--- config.mk ---
export PLATFORM = sky130hd
export DESIGN_NAME = wb_trace_fifo
export DESIGN_NICKNAME = d
export VERILOG_FILES = /design/src/rtl/wb_trace_fifo.sv
export SDC_FILE = /design/constraint.sdc
export NUM_CORES = 1
export LEC_CHECK = 0
export CORE_ASPECT_RATIO = 0.5
export CORE_MARGIN = 4
export CORE_UTILIZATION = 60
export CTS_CLUSTER_DIAMETER = 120
export CTS_CLUSTER_SIZE = 25
export DETAILED_ROUTE_END_ITERATION = 7
export GPL_ROUTABILITY_DRIVEN = 0
export PLACE_DENSITY = 0.78
export SLEW_MARGIN = 0
export SYNTH_ARGS = -nofsm -noshare
export SYNTH_HDL_FRONTEND = slang
export SYNTH_SLANG_ARGS = --single-unit
--- constraint.sdc ---
create_clock -name clk -period 4.9 [get_ports clk]
set_input_delay 0.98 -clock clk [delete_from_list [all_inputs] [get_ports clk]]
set_output_delay 0.98 -clock clk [all_outputs]
set_load 0.02 [all_outputs]
--- src/rtl/wb_trace_fifo.sv ---
// Captures CPU register writebacks (addr/data/pc) into a first-word fall-through FIFO with commit/drop counters.
// An entry is visible one edge after it is pushed; a push into a full FIFO is dropped unless a pop frees the slot in the same cycle.
module wb_trace_fifo #(
  parameter int DEPTH = 16,
  parameter int AW    = 4
) (
  input  logic          clk,
  input  logic          rst,
  input  logic          clr,
  input  logic          wb_en,
  input  logic [4:0]    wb_addr,
  input  logic [31:0]   wb_data,
  input  logic [31:0]   wb_pc,
  output logic          out_valid,
  input  logic          out_ready,
  output logic [4:0]    out_addr,
  output logic [31:0]   out_data,
  output logic [31:0]   out_pc,
  output logic [AW:0]   level,
  output logic [31:0]   commit_cnt,
  output logic [15:0]   drop_cnt,
  output logic          overflow
);

  typedef struct packed {
    logic [4:0]  addr;
    logic [31:0] data;
    logic [31:0] pc;
  } entry_t;

  localparam logic [AW:0]   FULL_LVL = (AW+1)'(DEPTH);
  localparam logic [AW:0]   LVL_ONE  = (AW+1)'(1);
  localparam logic [AW-1:0] PTR_ONE  = AW'(1);

  entry_t        mem [DEPTH];
  logic [AW-1:0] rd_ptr;
  logic [AW-1:0] wr_ptr;
  logic          push_req;
  logic          pop;
  logic          push_ok;
  logic          drop;

  assign push_req  = wb_en && (wb_addr != 5'd0);
  assign out_valid = (level != '0);
  assign pop       = out_valid && out_ready;
  // A full FIFO still accepts when the head leaves in the same cycle.
  assign push_ok   = push_req && ((level != FULL_LVL) || pop);
  assign drop      = push_req && !push_ok;

  assign out_addr = mem[rd_ptr].addr;
  assign out_data = mem[rd_ptr].data;
  assign out_pc   = mem[rd_ptr].pc;

  // Storage is reset so the head reads as zero after reset.
  always_ff @(posedge clk or negedge rst) begin
    if (!rst) begin
      for (int i = 0; i < DEPTH; i++) mem[i] <= '0;
    end else if (push_ok && !clr) begin
      mem[wr_ptr] <= '{addr: wb_addr, data: wb_data, pc: wb_pc};
    end
  end

  always_ff @(posedge clk or negedge rst) begin
    if (!rst) begin
      rd_ptr     <= '0;
      wr_ptr     <= '0;
      level      <= '0;
      commit_cnt <= '0;
      drop_cnt   <= '0;
      overflow   <= 1'b0;
    end else if (clr) begin
      rd_ptr     <= '0;
      wr_ptr     <= '0;
      level      <= '0;
      commit_cnt <= '0;
      drop_cnt   <= '0;
      overflow   <= 1'b0;
    end else begin
      if (push_ok) wr_ptr <= wr_ptr + PTR_ONE;
      if (pop)     rd_ptr <= rd_ptr + PTR_ONE;
      case ({push_ok, pop})
        2'b10:   level <= level + LVL_ONE;
        2'b01:   level <= level - LVL_ONE;
        default: level <= level;
      endcase
      if (push_req) commit_cnt <= commit_cnt + 32'd1;
      if (drop) begin
        overflow <= 1'b1;
        if (drop_cnt != 16'hFFFF) drop_cnt <= drop_cnt + 16'd1;
      end
    end
  end

endmodule

Word level (Yosys, flattened, before mapping):

Index checks and enable logic that the tools add are counted.

* register bits after elaboration: 1166
* output and inout bits: 124
* word-level logic and storage cells: 106

* $add $sub $neg: 6
* order comparisons: 3
* eq/ne operators: 4
* multiplexer cells: 19
* bitwise gates (word level): 2
* reduce and logical (&&, ||, !) cells: 18

Operators with widths (number)
* bitwise mux 1104 bit: 1
* binary-select mux 69 bit (select 4 bit): 1
* demux 69 bit (select 4 bit): 1
* two-way mux 69 bit: 3
* two-way mux 32 bit: 2
* two-way mux 16 bit: 3
* adder 32 x 1 -> 32 bit, second input constant: 1
* adder 16 x 1 -> 16 bit, second input constant: 1
* two-way mux 4 bit: 4
* != test 16 bit, second input constant: 1
* greater-or-equal comparator 5 bit, second input constant: 2
* NOT 4 -> 5 bit: 2
* case mux 5 bit (2 select lines): 1
* nonzero test 2 bit: 5
* nonzero test 5 bit: 2
* adder 4 x 1 -> 4 bit, second input constant: 2
* logical AND 1 bit: 6
* adder 5 x 1 -> 5 bit, second input constant: 1
* < comparator 5 x 1 -> 1 bit, second input constant: 1
* two-way mux 5 bit: 1
* != test 5 bit, second input constant: 1
* subtractor 5 x 1 -> 5 bit, second input constant: 1
* nonzero test 3 bit: 1
* equality test 2 x 1 -> 1 bit, second input constant: 1
* 5 further kinds: 7

Logic depth before layout (Yosys ltp):

Gate-level depths: netlist (run 1).

* depth in word-level cells: 8
* mapped depth: 11

Worst setup path after synthesis (run 1):

No wires, ideal clock.

* kind: input to register
* start: input port wb_addr[0]
* end: register level[4]
* arrival time: 3368 ps
* path slack: 1397 ps
* stages: 10
* cell sequence: or4_1 buf_4 o21ai_1 nand2_1 fa_1 nand2b_1 o2bb2ai_1 or3_1 a31oi_1 a21oi_1

* cells in the longest elaborated chain, start to end: 6

RTL lines
* start, declared: RTL line 11 `input logic [4:0] wb_addr,`
* nonzero test 5 bit *: RTL line 43 `assign push_req = wb_en && (wb_addr != 5'd0);`
* logical AND 1 bit *: RTL line 43
* logical AND 1 bit *: RTL line 47 `assign push_ok = push_req && ((level != FULL_LVL) || pop);`
* equality test 2 x 1 -> 1 bit or equality test 2 bit (tied branches): RTL line 81 `case ({push_ok, pop})`
* case mux 5 bit (2 select lines): RTL line 81
* two-way mux 5 bit: RTL line 71 `end else if (clr) begin`
* end signal, assigned: RTL line 82 `2'b10: level <= level + LVL_ONE;`
* end signal, assigned: RTL line 83 `2'b01: level <= level - LVL_ONE;`
* end signal, assigned: RTL line 84 `default: level <= level;`
* end, declared: RTL line 19 `output logic [AW:0] level,`

Every way passes the cells marked *; elsewhere a longest branch is shown, timed or not.
A chain may end at the register's enable or synchronous reset.

Worst setup path in the final report (run 1):

* start: register rd_ptr[0]
* end: output port out_data[31]

* cells in the longest elaborated chain, start to end: 4

RTL lines
* start, declared: RTL line 36 `logic [AW-1:0] rd_ptr;`
* start signal, assigned: RTL line 80 `if (pop) rd_ptr <= rd_ptr + PTR_ONE;`
* NOT 4 -> 5 bit (not written as such): RTL line 51 `assign out_data = mem[rd_ptr].data;`
* binary-select mux 69 bit (select 4 bit): RTL line 51
* two-way mux 69 bit (2 in series)
* end, declared: RTL line 17 `output logic [31:0] out_data,`

No other way between the ends. The select of a mux whose other input is x is not followed.

==> flow_summary.toml, run 1 <==
[setup_path]
worstSetupStartpoint = "rd_ptr[0]$_DFFE_PN0P_"
crit_fanout = 20
worstPathCellList = "buf_4, mux4_2, mux4_2, clkdlybuf4s50_1"
path_buf_inv = 2
path_class = "reg -> out"
end_kind = "output port"
max_stage_delay_ns = 0.75
required_ns = 3.92
crit_path_frequent_cell = "mux4_2"
critical-path-top-delay-family = "multiplexers"
crit_arrival_ns = 3.61
worstReg2RegStart = "level[1]$_DFFE_PN0P_"
crit_slowest_cell = "dfrtp_4"
worstSetupStartpointType = "register"

[global_routing]
antenna_found_initial = 3
grt_start_max_net_pins = 108
grt_pass1_vias = 30760
overflow = 0
track_usage = 0.2599
grt_pass1_wl_mm = 185.9

[drt]
antenna_left = 0
drc = 0
vias = 28460
wl_per_cell_microns = 26.18
wl_mm = 116.8
vias_per_cell = 6.378
drtIter0Drc = 1945
firstDrtPassIters = 5

[timing]
setup_violations = 0
fin_skew_ns = 0.02257
fin_crit_sh = 0.9362
tightest_slew_ns = 0.9999
rsz0062_at_grt = "no"
finalMaxSlewViolations = 0
slew_headroom = 0.3334
hold_viol = 0
fin_tns_setup_ns = 0
post-route-min-period_ns = 4.587
max_freq_mhz = 218.0

[clock_network]
clockBufferDepth = 3
cts-root-buf = "clkbuf_16"
cts_tree = "done"
postCtsHoldBufs = 0
clkSinkCount = 1166
clock_latency_ns = 0.65
cts.clk_slew.worst_paths_ns = 0.11
postCtsSetupBuffers = 0
htreeDepth = 2
cts-resized-gates = 0
cts_made_buffers = 52

[finish]
regArea_sq_um = 29190
area_delta_synth_final_pct = 9.286
fin_cells = 4462
layout.cells.most_common = "dfrtp_1"
final_cell_mix = "dfrtp_1, mux2_2, mux4_2"
multi_input_area_sq_um = 22200
drive_above_1_share = 0.4974
finalNetCount = 3370
final_util = 0.6664
n_fill_cell = 5864

[logic_synthesis]
synth_edf_count = 0
async_flop_share = 1.000
synth.avg_cell_area_sq_um = 16.41
ys_ff_latch = 1166
syn-num-nets = 3304
yosys.cell_types.count = 50
synthesis.instances = 3219
synthTopCellsByArea = "dfrtp_1, mux2_2, mux4_2"
synth_ff_type = "dfrtp_1"
yosysTopAreaCell = "dfrtp_1"
synth_top_area_frac = 0.5524
yosysSeqAreaShare = 0.5524
yosysWarnings = 0
synth_area_sq_um = 52820

[pwr]
p_comb_frac = 0.287
p_clk_frac = 0.215
leakagePower_uw = 0.02637
vdd_drop_max_v = 0.0002736
sw_frac_of_total = 0.2856
p_sw_uw = 6521
seqPwrFrac = 0.499
p_per_area_nw_per_um2 = 395.6
p_int_uw = 16310

[die]
start_util = 0.6097
die_w_microns = 427.6
ios = 198
core-area_sq_um = 86630
die_height_microns = 217.8
core.rowCount = 76
fp.dieArea_sq_um = 93130

[flow_run]
maxCapViolCount = 0

[outcome]
status = "finished, final reports clean"

[placement]
port_buffers = 197
dp_hpwl_mm = 69.31
place_inst = 4401

[min_path]
hold_class = "in -> async"
==> metal layers <==
metal,track usage,vias to the layer above,share of wire
met1,0.3933,15760,0.46
met2,0.4169,466,0.49
met5,0,-,0
met3,0.03274,122,0.036
li1,-,12110,-
met4,0.04776,0,0.017
==> cell families (layout without fill, tap and decap cells) <==
group / after synthesis / count (layout) / share of synthesized area
simple gates: 181 / 181 / 0.01952
buf+inv: 310 / 380 / 0.02873
xor+xnor: 26 / 26 / 0.004311
fa+ha+maj: 11 / 11 / 0.002748
flops: 1166 / 1166 / 0.5524
other cells: 0 / 3 / 0
mux: 1458 / 1458 / 0.3849
compound gates: 67 / 67 / 0.007343
==> cells in the mapped netlist, types with 5 or more instances <==
library cell  number
nor3_1             6
ha_1              10
o31ai_1            6
nor4_1             7
mux2_1             7
buf_6             12
xor2_1             8
dfrtp_1         1166
inv_1             19
mux2_4            10
clkbuf_1         138
and3_1             5
nand3_1           19
nand2_1           30
buf_4             49
a21oi_1           31
and4_1            10
or4_1             16
nand4_1           11
mux2_2          1090
or3_1             19
mux4_2           345
mux2i_1            6
buf_2             64
xnor2_1           18
o21ai_0           17
buf_1             28
nor2_1            36
==> per-stage QoR <==
stage	hold slack, ns	instance area (sq um)	power (uW)	setup WS [ns]
after CTS	0.3920	57720	23100	0.2371
after global routing	0.4223	57720	23940	0.1498
final	0.3677	57730	22830	0.3127
after floorplan	0.4594	52820	15740	1.397
after detailed placement	0.4869	56360	18220	0.8542
after global placement	0.4692	56360	18040	0.8254
==> registers in the layout, summed over array words and instances, names as in the netlist <==
register / cells
mem: 1104
commit_cnt: 32
drop_cnt: 16
level: 5
rd_ptr: 4
wr_ptr: 4
overflow: 1
==> final cells by class <==
| type | count | area share |
|---|---|---|
| Clock buffer | 55 | 0.02311 |
| Sequential cell | 1166 | 0.5057 |
| Timing Repair Buffer | 303 | 0.05943 |
| Antenna cell | 3 | 0.0001301 |
| Tap cell | 1170 | 0.02536 |
| Multi-Input combinational cell | 1743 | 0.3845 |
| Clock inverter | 3 | 0.0004985 |
| Inverter | 19 | 0.001235 |
==> worst paths after layout <==
path | to | slack (ns) | depth (start not counted)
worst max-delay path | out_data[31] | 0.31 | 4
worst min-delay path | commit_cnt[19]$_DFFE_PN0P_ | 0.37 | 1
worst max register to register | level[4]$_DFFE_PN0P_ | 1.93 | 10
worst min register to register | mem[471]$_DFFE_PN0P_ | 0.51 | 1
max in group asynchronous | mem[778]$_DFFE_PN0P_ | 3.17 | 3
min in group clk | mem[471]$_DFFE_PN0P_ | 0.51 | 1
==> worst register-to-register path, delay by kind of cell (launching register included) <==
kind	cells	cell delay, ns
AND/OR/NAND/NOR	4	1.21
AO/OA/AOI/OAI	4	0.75
flip-flops	1	0.43
adder cells (fa/ha/maj)	1	0.33
buffers and inverters	1	0.09
==> power groups by stage <==
stage | clock network, uW | registers [uW] | logic, uW
4_1_cts | 5040 | 11400 | 6680
3_5_place_dp | 0 | 11600 | 6650
5_1_grt | 5410 | 11500 | 7000
2_1_floorplan | 0 | 11300 | 4430
6_report | 4900 | 11400 | 6540
3_3_place_gp | 0 | 11500 | 6550
(Power assumes the default switching activity.)
==> run 2: changes to the inputs <==
Settings changed: RECOVER_POWER set to 50.
==> run 2 against run 1 <==
Against the previous run: the run now ends with capacitance limit, slew limit left; flip-flop and latch count is the same; core utilization shrank 0.21 points; wire length is essentially flat; final cell count is the same; sequential share of layout area grew 0.16 points; critical path depth is the same; clock power is essentially flat; register-to-register slack is essentially flat; global-route usage is the same; fmax shrank 0.18%; highest routed layer unchanged.
==> flow_summary.toml, run 2 (same netlist as run 1, synthesis figures left out) <==
[flow_run]
maxCapViolCount = 2

[timing]
finalMaxSlewViolations = 94
post-route-min-period_ns = 4.596
setup_violations = 0
fin_crit_sh = 0.9379
rsz0062_at_grt = "no"
worst_slack_ns = 0.3042
max_freq_mhz = 217.6
fin_skew_ns = 0.01897
hold_viol = 0
fin_tns_setup_ns = 0
tightest_slew_ns = 2.948
slew_headroom = -0.9654

[die]
ios = 198
core.rowCount = 76
start_util = 0.6097
die_height_microns = 217.8
fp.dieArea_sq_um = 93130
die_w_microns = 427.6
core-area_sq_um = 86630

[drt]
antenna_left = 0
vias = 28530
wl_mm = 116.9
firstDrtPassIters = 5
drtIter0Drc = 1979
drc = 0
vias_per_cell = 6.394
wl_per_cell_microns = 26.19

[min_path]
hold_class = "reg -> reg"
min_from = "mem[471]$_DFFE_PN0P_"

[clock_network]
postCtsHoldBufs = 0
cts_tree = "done"
htreeDepth = 2
cts_made_buffers = 52
clkSinkCount = 1166
cts-root-buf = "clkbuf_16"
cts-resized-gates = 0
cts.clk_slew.worst_paths_ns = 0.11
clockBufferDepth = 3
postCtsSetupBuffers = 0
clock_latency_ns = 0.65

[finish]
area_delta_synth_final_pct = 8.942
largestRegisters = "mem x1104, commit_cnt x32, drop_cnt x16"
finalNetCount = 3370
multi_input_area_sq_um = 22190
largest_reg_flops = 1104
final_util = 0.6643
top_register = "mem"
n_fill_cell = 5898
drive_above_1_share = 0.4926
layout.cells.most_common = "dfrtp_1"
design_area_sq_um = 57540
final_cell_mix = "dfrtp_1, mux2_2, mux4_2"
regArea_sq_um = 29190

[setup_path]
end_kind = "output port"
worstSetupStartpointType = "register"
path_class = "reg -> out"
crit_arrival_ns = 3.62
worstReg2RegStart = "level[1]$_DFFE_PN0P_"
required_ns = 3.92
worstSetupStartpoint = "rd_ptr[0]$_DFFE_PN0P_"
crit_fanout = 20

[outcome]
status = "finished with violations"
violations = "capacitance limit, slew limit"

[global_routing]
antenna_found_initial = 3
track_usage = 0.2599
grt_pass1_wl_mm = 185.9
overflow = 0
grt_start_max_net_pins = 108
grt_pass1_vias = 30760

[pwr]
vdd_drop_max_v = 0.0002737
power_uw = 22810
leakagePower_uw = 0.02638
p_per_area_nw_per_um2 = 396.4

[placement]
dp_worst_setup_slack_ns = 0.8542
dpl-instance-area_sq_um = 56360
port_buffers = 197
dp_hpwl_mm = 69.31
==> run 2: layout make-up <==
cell class / count / share of cell area
well taps: 1170 / 0.02544
multi-input cells: 1743 / 0.3856
flip-flops and latches: 1166 / 0.5073
clock inverters: 3 / 0.0005001
inverters: 19 / 0.001239
diodes: 3 / 0.0001305
clock buffers: 55 / 0.02318
repair buffers: 303 / 0.05655
==> run 2: power breakdown <==
group / leakage [uW] / switching, uW / internal (uW) / total [uW]
logic: 0.0100 / 2930 / 3590 / 6520
clock network: 0.000671 / 2940 / 1960 / 4900
registers: 0.0157 / 641 / 10700 / 11400
total: 0.0264 / 6510 / 16300 / 22800
==> run 2: layer usage <==
metal	share of wire	vias up	track usage
met4	0.018	0	0.04776
met3	0.038	126	0.03274
met1	0.46	15790	0.3933
met2	0.49	502	0.4169
met5	0	-	0
li1	-	12110	-
==> run 2: per-stage QoR <==
step,instances,hold slack [ns]
after detailed placement,4401,0.4869
after floorplan,3219,0.4594
after global placement,4401,0.4692
final,4462,0.5055
after global routing,4461,0.5160
after CTS,4459,0.3920
==> run 2: worst paths after layout <==
| check | slack [ns] | depth (start not counted) | end |
|---|---|---|---|
| min in group asynchronous | 1.21 | 1 | commit_cnt[19]$_DFFE_PN0P_ |
| worst max register to register | 1.94 | 10 | level[4]$_DFFE_PN0P_ |
| worst max-delay path | 0.30 | 4 | out_data[31] |
| max in group asynchronous | 0.74 | 3 | mem[571]$_DFFE_PN0P_ |
| worst min register to register | 0.51 | 1 | mem[471]$_DFFE_PN0P_ |
| worst min-delay path | 0.51 | 1 | mem[471]$_DFFE_PN0P_ |
==> run 2: critical path, cell delays in order, from the launching register on <==
cell and delay (ns):
dfrtp_4 0.75, buf_4 0.49, mux4_2 0.57, mux4_2 0.54, clkdlybuf4s50_1 0.57
==> run 3: changes to the inputs <==
Settings changed: GPL_TIMING_DRIVEN set to 0.
==> run 3 against run 2 <==
Against the previous run: the run ends with capacitance limit, slew limit, setup timing left; register-to-register slack worse by 0.62 ns; die area unchanged; fmax down 6.5%; non-clock buffer count grew 192; wire length increased by 4.4%; critical path depth increased by 7; final area rose by 0.63%; worst hold slack worse by 0.20 ns; power increased by 0.93%; combinational power up 4.3%; flip-flop and latch count is the same; largest power group unchanged.
==> flow_summary.toml, run 3 (same netlist as run 1, synthesis figures left out) <==
[flow_run]
maxCapViolCount = 4

[clock_network]
clkSinkCount = 1166
postCtsHoldBufs = 0
clock_latency_ns = 0.66
cts_tree = "done"
clockBufferDepth = 3
cts_made_buffers = 52
postCtsSetupBuffers = 0
cts-root-buf = "clkbuf_16"
cts.clk_slew.worst_paths_ns = 0.09
htreeDepth = 2

[setup_path]
crit_arrival_ns = 5.46
reg2reg_slack_ns = 1.32
end_kind = "register"
worstPathCellList = "dlygate4sd3_1, or4_1, buf_4, o21a_1, clkbuf_1, nand2_4, buf_6, nor3_2, buf_4, buf_2, mux2_2"
required_ns = 5.45
max_stage_delay_ns = 1.14
worstSetupStartpointType = "input port"
crit_end = "mem[200]$_DFFE_PN0P_"
path_class = "in -> reg"
worstSetupStartpoint = "wb_addr[3]"
crit_slowest_cell = "nor3_2"
crit_fanout = 10
worstReg2RegStart = "level[1]$_DFFE_PN0P_"
r2r.worst_path.cells = 8
crit_path_frequent_cell = "buf_4"
rr_endpoint = "mem[200]$_DFFE_PN0P_"

[min_path]
hold_class = "in -> async"

[outcome]
violations = "capacitance limit, slew limit, setup timing"
status = "finished with violations"

[finish]
final_cell_mix = "dfrtp_1, mux2_2, mux4_2"
drive_above_1_share = 0.4901
top_register = "mem"
finalNetCount = 3562
area_delta_synth_final_pct = 9.627
layout.cells.most_common = "dfrtp_1"
largest_reg_flops = 1104
fin_cells = 4651
design_area_sq_um = 57910
largestRegisters = "mem x1104, commit_cnt x32, drop_cnt x16"

[timing]
post-route-min-period_ns = 4.918
hold_viol = 0
fin_skew_ns = 0.02415
fin_crit_sh = 1.004
slew_headroom = -1.174
max_freq_mhz = 203.3
tightest_slew_ns = 3.260
worst_slack_ns = -0.01781
finalMaxSlewViolations = 435
setup_violations = 10

[die]
die_w_microns = 427.6
fp.dieArea_sq_um = 93130
die_height_microns = 217.8
ios = 198
core.rowCount = 76
start_util = 0.6097
core-area_sq_um = 86630

[global_routing]
antenna_found_initial = 9
grt_start_max_net_pins = 194
grt_pass1_wl_mm = 191.8
overflow = 0
track_usage = 0.2700
grt_pass1_vias = 31740

[pwr]
vdd_drop_max_v = 0.0003343
p_per_area_nw_per_um2 = 397.6
leakagePower_uw = 0.02671

[placement]
dpl-instance-area_sq_um = 56470
dp_hpwl_mm = 82.69
port_buffers = 197
place_inst = 4593

[drt]
firstDrtPassIters = 5
vias = 29550
wl_per_cell_microns = 26.24
drc = 0
wl_mm = 122.0
vias_per_cell = 6.354
drtIter0Drc = 2138
antenna_left = 0
## run 3: cell count changes in the layout (fill, tap and decap cells not counted), sizes merged
cell / before / now
clkdlybuf4s50: 163 / 140
diode: 3 / 4
clkbuf: 85 / 206
dlygate4sd3: 32 / 56
buf: 78 / 143
inv: 22 / 20
clkdlybuf4s15: 0 / 3
## run 3: how the worst min path moves through the flow
stage                                      end  slack [ns]  cells after the start
floorplan                 mem[471]$_DFFE_PN0P_        0.46                      1
global placement         mem[1093]$_DFFE_PN0P_        0.47                      1
detailed placement       mem[1100]$_DFFE_PN0P_        0.49                      1
CTS                  commit_cnt[3]$_DFFE_PN0P_        0.35                      1
global route              mem[198]$_DFFE_PN0P_        0.36                      1
finish              commit_cnt[15]$_DFFE_PN0P_        0.31                      1
## run 3: area by class of cell
type / count / area (sq um)
inverter: 19 / 71.32
tap: 1170 / 1464
fill: 5971 / 28720
multi-input combinational: 1743 / 22130
timing repair buffer: 204 / 2117
clock inverter: 1 / 11.26
antenna: 4 / 10.01
clock buffer: 53 / 1326
sequential: 1166 / 29180
buffer: 291 / 1603
## run 3: metal layers
layer | share of wire | GRT usage | routed length, microns | vias up
met5 | 0.00011 | 0 | 13 | -
li1 | - | - | - | 12480
met4 | 0.024 | 0.06717 | 2988 | 2
met2 | 0.48 | 0.4288 | 58730 | 584
met1 | 0.46 | 0.4049 | 55530 | 16310
met3 | 0.039 | 0.03420 | 4782 | 183
## run 3: repair_timing
action	4_1_cts	5_1_grt
gates cloned	0	0
endpoints found under the setup margin	69	65
pin swaps	0	0
gates resized for setup	135	30
endpoints found under the hold margin	0	0
## run 3: where the power goes
part,internal (uW),total [uW],switching [uW]
Combinational,3590,6800,3210
Clock,1940,4900,2960
Sequential,10700,11300,576
Total,16300,23000,6740
## run 3: worst max-delay path: cells and delay by family
family	cells	cell delay, ns
AO/OA/AOI/OAI	1	0.10
buffers and inverters	6	2.42
multiplexers	1	0.39
AND/OR/NAND/NOR	3	1.55
## run 3: metrics by stage
step	hold slack, ns	util	total power, uW	TNS [ns]	setup slack (ns)
final	0.3081	0.6684	23020	-0.1310	-0.01781
after global routing	0.3563	0.6684	24090	-0.0003588	-0.0003588
after CTS	0.3479	0.6686	23220	-0.7519	-0.04745
after detailed placement	0.4860	0.6518	18340	-42.74	-0.8117
after global placement	0.4696	0.6494	18220	-	-47.47
after floorplan	0.4594	-	15740	0	1.397
